`src/rtl/spi_ctrl_sequencer.sv`:
```
// spi_ctrl_sequencer: runs multi-byte SPI transactions from the control register through the byte engine and RX buffer.
// Define SPI_CTRL_GAP_EN to insert GAP_CYCLES idle cycles between bytes.
module spi_ctrl_sequencer #(
  parameter int DATA_WIDTH = 32,
  parameter int GAP_CYCLES = 4
) (
  input  logic                  clk_i,
  input  logic                  rst_i,
  input  logic [DATA_WIDTH-1:0] ctrl_i,
  input  logic                  busy_i,
  input  logic                  done_i,
  input  logic [7:0]            rx_byte_i,
  output logic                  start_o,
  output logic [8:0]            tx_addr_o,
  output logic                  rx_we_o,
  output logic [8:0]            rx_addr_o,
  output logic [7:0]            rx_data_o,
  output logic [3:0]            cs_n_o,
  output logic                  wr_2_o,
  output logic                  send_clear_o,
  output logic [9:0]            n_rx_end_o,
  output logic                  busy_o
);
`ifdef SPI_CTRL_GAP_EN
  typedef enum logic [2:0] {IDLE, CS_SETUP, START, WAIT, WRITE, FINISH, DRAIN, GAP} state_t;
  logic [7:0] gap_q;
`else
  typedef enum logic [2:0] {IDLE, CS_SETUP, START, WAIT, WRITE, FINISH, DRAIN} state_t;
`endif
  state_t     state_q, state_d;
  logic [8:0] n_end_q, idx_q;
  logic [1:0] sel_q;
  logic [9:0] cnt_q;
  logic [7:0] rx_q;
  logic       abort_q;
  logic       last;
  assign last = (idx_q == n_end_q) || abort_q;
`ifndef SPI_CTRL_GAP_EN
  logic unused;
  assign unused = ^{ctrl_i[DATA_WIDTH-1:13], ctrl_i[1], GAP_CYCLES[0]};
`else
  logic unused;
  assign unused = ^{ctrl_i[DATA_WIDTH-1:13], ctrl_i[1]};
`endif
  always_ff @(posedge clk_i or posedge rst_i)
    if (rst_i) state_q <= IDLE;
    else state_q <= state_d;
  always_comb begin
    state_d = state_q;
    case (state_q)
      IDLE:     state_d = ctrl_i[0] ? CS_SETUP : IDLE;
      CS_SETUP: state_d = START;
      START:    state_d = busy_i ? START : WAIT;
      WAIT:     state_d = done_i ? WRITE : WAIT;
`ifdef SPI_CTRL_GAP_EN
      WRITE:    state_d = last ? FINISH : GAP;
      GAP:      state_d = (gap_q == 8'd0) ? START : GAP;
`else
      WRITE:    state_d = last ? FINISH : START;
`endif
      FINISH:   state_d = DRAIN;
      DRAIN:    state_d = ctrl_i[0] ? DRAIN : IDLE;
      default:  state_d = IDLE;
    endcase
  end
  // Outputs are registered from the current state, so each lags its state by one edge.
  always_ff @(posedge clk_i or posedge rst_i)
    if (rst_i) begin
      start_o      <= 1'b0;
      tx_addr_o    <= '0;
      rx_we_o      <= 1'b0;
      rx_addr_o    <= '0;
      rx_data_o    <= '0;
      cs_n_o       <= 4'hF;
      wr_2_o       <= 1'b0;
      send_clear_o <= 1'b0;
      n_rx_end_o   <= '0;
      busy_o       <= 1'b0;
      n_end_q      <= '0;
      idx_q        <= '0;
      sel_q        <= '0;
      cnt_q        <= '0;
      rx_q         <= '0;
      abort_q      <= 1'b0;
`ifdef SPI_CTRL_GAP_EN
      gap_q        <= '0;
`endif
    end else begin
      start_o      <= (state_q == START) && !busy_i;
      rx_we_o      <= state_q == WRITE;
      wr_2_o       <= state_q == FINISH;
      send_clear_o <= state_q == FINISH;
      busy_o       <= state_d != IDLE;
      tx_addr_o    <= idx_q;
      if (state_q == IDLE && ctrl_i[0]) begin
        n_end_q <= ctrl_i[12:4];
        sel_q   <= ctrl_i[3:2];
        idx_q   <= '0;
        cnt_q   <= '0;
        abort_q <= 1'b0;
      end
      if (state_q == CS_SETUP) cs_n_o <= ~(4'b0001 << sel_q);
      if (state_q == WAIT) begin
        if (!ctrl_i[0]) abort_q <= 1'b1;
        if (done_i) rx_q <= rx_byte_i;
      end
      if (state_q == WRITE) begin
        rx_addr_o <= idx_q;
        rx_data_o <= rx_q;
        cnt_q     <= cnt_q + 10'd1;
        if (!last) idx_q <= idx_q + 9'd1;
`ifdef SPI_CTRL_GAP_EN
        gap_q     <= 8'(GAP_CYCLES - 1);
`endif
      end
`ifdef SPI_CTRL_GAP_EN
      if (state_q == GAP) gap_q <= gap_q - 8'd1;
`endif
      if (state_q == FINISH) begin
        cs_n_o     <= 4'hF;
        n_rx_end_o <= cnt_q;
      end
    end
endmodule

```
`config.mk`:
```
export PLATFORM = sky130hd
export DESIGN_NAME = spi_ctrl_sequencer
export DESIGN_NICKNAME = d
export VERILOG_FILES = /design/src/rtl/spi_ctrl_sequencer.sv
export SDC_FILE = /design/constraint.sdc
export NUM_CORES = 1
export LEC_CHECK = 0
export CORE_MARGIN = 3
export CORE_UTILIZATION = 49
export DETAILED_ROUTE_END_ITERATION = 12
export PLACE_DENSITY = 0.8
export RECOVER_POWER = 25
export SYNTH_ARGS = -nofsm -noshare
export SYNTH_HDL_FRONTEND = slang
export SYNTH_SLANG_ARGS = --single-unit
export TNS_END_PERCENT = 20
```
`constraint.sdc`:
```
create_clock -name clk_i -period 3 [get_ports clk_i]
set_input_delay 0.6 -clock clk_i [delete_from_list [all_inputs] [get_ports clk_i]]
set_output_delay 0.6 -clock clk_i [all_outputs]
set_load 0.01 [all_outputs]
```
==> results.tsv <==
stage	metric	value	unit
critical_path	startpoint_type	flop	
route	routed_via_density	5.28	
route	wl_per_cell	14.9	um
synth	ys_ff_latch	86	
floorplanning	start_util	51.4	%
placement	gp_congestion	0.790	
synth	synth_enable_flop_cells	0	
route	drtIter0Drc	138	
critical_path	crit_chain	nor3_1, and2_0, mux2_2	
synth	postSynth.asyncResetShare	100	%
timing	setup_viol_count_final	0	
timing	rsz0062_at_grt	no	
synth	syn_avg_cell_area	11.5	um2
floorplanning	fp.dieH	91.2	um
layout	fin_util	65.2	%
synth	synth_nets	355	
timing	max_freq	428	MHz
power	power.leakage	0.00204	uW
synth	syn_inst	309	
critical_path	max_stage_delay	0.83	ns
route	vias	2531	
cts	clock_sinks	86	
placement	portBuffers	68	
cts	cts-htree-levels	3	
cts	cts_buffer_depth	2	
timing	setup_ws	0.666	ns
timing	setup-tns-final	0	ns
synth	syn_area	3550	um2
global_routing	grt_pass1_wl	12500	um
synth	synth.distinct_cells	42	
cts	cts_resized	0	
power	peakVddDrop	0.000414	V
synth	ys_seq_area_share	60.7	%
status	outcome	completed	
route	wl	7160	um
critical_path	path_max_fanout	15	
critical_path	cp_slowest_cell	and2_0	
timing	timing.final.crit_share	77.8	%
cts	tritoncts	yes	
critical_path	cp_data_required_time	3.24	ns
route	drt_first_pass_iters	5	
power	power_density	899	nW/um2
cts	clock_latency	0.36	ns
synth	synthTopCellsByArea	dfrtp_1 (58%), mux2_2 (9.5%), nand2_1 (7.5%)	
cts	clkTransAtPathRegs	0.08	ns
timing	worst_clock_skew	0.0127	ns
synth	yosysTopAreaCell	dfrtp_1	
timing	maxSlewHeadroom	27.4	%
floorplanning	die-area	8310	um2
critical_path	path_delay_family	simple AND/OR/NAND/NOR gates	
cts	cts_buffers	9	
timing	period_minus_slack	2.33	ns
critical_path	worst-setup-path-type	reg2reg	
timing	slew_viol_final	0	
hold_path	hold_path.class	reg2reg	
route	drc	0	
floorplanning	rows	30	
timing	worst_pin_slew	1.08	ns
floorplanning	die_x	91.2	um
critical_path	cp-end-kind	flop	
route	ant_nets	0	
critical_path	path_buf_inv	0	
global_routing	grtUsageTotal	18.7	%
placement	hpwl	4930	um
cts	cts_hold_buf	0	
layout	drive_gt1_share	15.1	%
global_routing	antenna_found_initial	0	
synth	ys_dominant_reg_cell	dfrtp_1	
placement	post-place-ws	0.475	ns
layout	diodes	0	
global_routing	overflow	0	
synth	yosys_warnings	0	
floorplanning	io_pins	89	
critical_path	timing.critical_path.arrival	2.57	ns
timing	hold_violations	0	
global_routing	grt_max_degree	41	
global_routing	grt_pass1_vias	2598	
cts	post_cts_buffers	0	
layout	fin_nets	424	
layout	syn_to_final_growth	26.7	%
synth	synth_top_cell_area_share	57.7	%
cts	cts_root_buf	clkbuf_8	
floorplanning	design.core.area	6910	um2
job	max_cap_violations	0	
[worst reg2reg max path: stages, from the launching register on]
cell	delay, ns
dfrtp_1	0.53
nor3_1	0.43
and2_0	0.83
mux2_2	0.43
[cell usage after synthesis, types with 3 or more instances]
library cell  instances
a21oi_1               4
a31oi_1               5
and3_1                3
buf_2                 5
buf_4                 3
clkbuf_1              5
dfrtp_1              82
dfstp_2               4
inv_1                 7
mux2_2               30
mux2i_1               5
nand2_1              71
nand3_1               7
nand4_1               3
nor2_1               11
o211ai_1              4
o21ai_0              14
o22a_1                3
o31ai_1               5
xor2_1               10
[where the power goes]
part	internal (uW)	leakage [uW]	total, uW	switching [uW]
clock	383	0.000100	783	400
combinational	749	0.000834	1370	617
sequential	1570	0.00111	1900	329
[stage by stage]
step                      hold slack (ns)  power [uW]  cells  cell area [um2]
after floorplan                     0.429        2660    309             3550
after global placement              0.441        3220    463             4330
final                               0.471        4050    479             4500
after CTS                           0.478        4090    479             4520
after detailed placement            0.458        3300    463             4330
after global routing                0.499        4330    479             4500
[cell type report]
class                      instances  area (um2)
fill                             549        2400
clock inverter                     6        62.6
timing repair buffer              72         708
multi-input combinational        202        1300
inverter                           7        27.5
clock buffer                      10         128
tap                               96         120
sequential                        86        2160
[metal layers]
layer	global-route usage [%]	part of all wire (%)
met5	0	0
met4	5.03	1.0
met3	6.05	5.4
met2	31.0	51
met1	23.7	43
[placed cells by master (no fill, tap or decap), drive strengths merged, types with 2 or more instances in the layout]
| master | n |
|---|---|
| nand3 | 7 |
| ha | 2 |
| xor2 | 10 |
| a31oi | 6 |
| mux2i | 5 |
| o22ai | 2 |
| dfstp | 4 |
| o22a | 3 |
| and3 | 3 |
| dfrtp | 82 |
| nor3 | 3 |
| clkdlybuf4s50 | 67 |
| nor2 | 12 |
| o31ai | 5 |
| nor2b | 2 |
| and2 | 3 |
| a21oi | 4 |
| inv | 6 |
| nor4 | 2 |
| nand4 | 3 |
| nand2 | 71 |
| nand3b | 2 |
| mux2 | 30 |
| clkinv | 5 |
| o21ai | 14 |
| clkbuf | 11 |
| o211ai | 4 |
| buf | 3 |
[cells by family (layout without fill, tap and decap cells)]
kind of cell,count (synthesis),in the layout,share of synthesized area [%]
AND/OR/NAND/NOR,113,113,14.5
flip-flops,86,86,60.7
AO/OA/AOI/OAI,42,42,7.99
multiplexers,35,35,10.9
buffers and inverters,21,95,2.71
XOR/XNOR,10,10,2.46
adder cells (fa/ha/maj),2,2,0.704
[flip-flops by register name, summed over array words and instances (netlist names), 4 cells and up]
signal and count:
cnt_q 10, cs_n_o 4, idx_q 9, n_end_q 9, n_rx_end_o 10, rx_addr_o 9
rx_data_o 8, rx_q 8, tx_addr_o 9
[worst paths after layout]
check                      startpoint           end  slack [ns]  cells after the start
hold / removal                rx_q[0]  rx_data_o[0]        0.47                      2
setup reg to reg           state_q[2]    n_end_q[6]        0.67                      3
setup / recovery           state_q[2]    n_end_q[6]        0.67                      3
min in group asynchronous       rst_i      cnt_q[7]        0.89                      2
hold reg to reg               rx_q[0]  rx_data_o[0]        0.47                      2
max in group asynchronous       rst_i      idx_q[3]        0.68                      3
No activity file was read; power rests on OpenSTA's default activity.
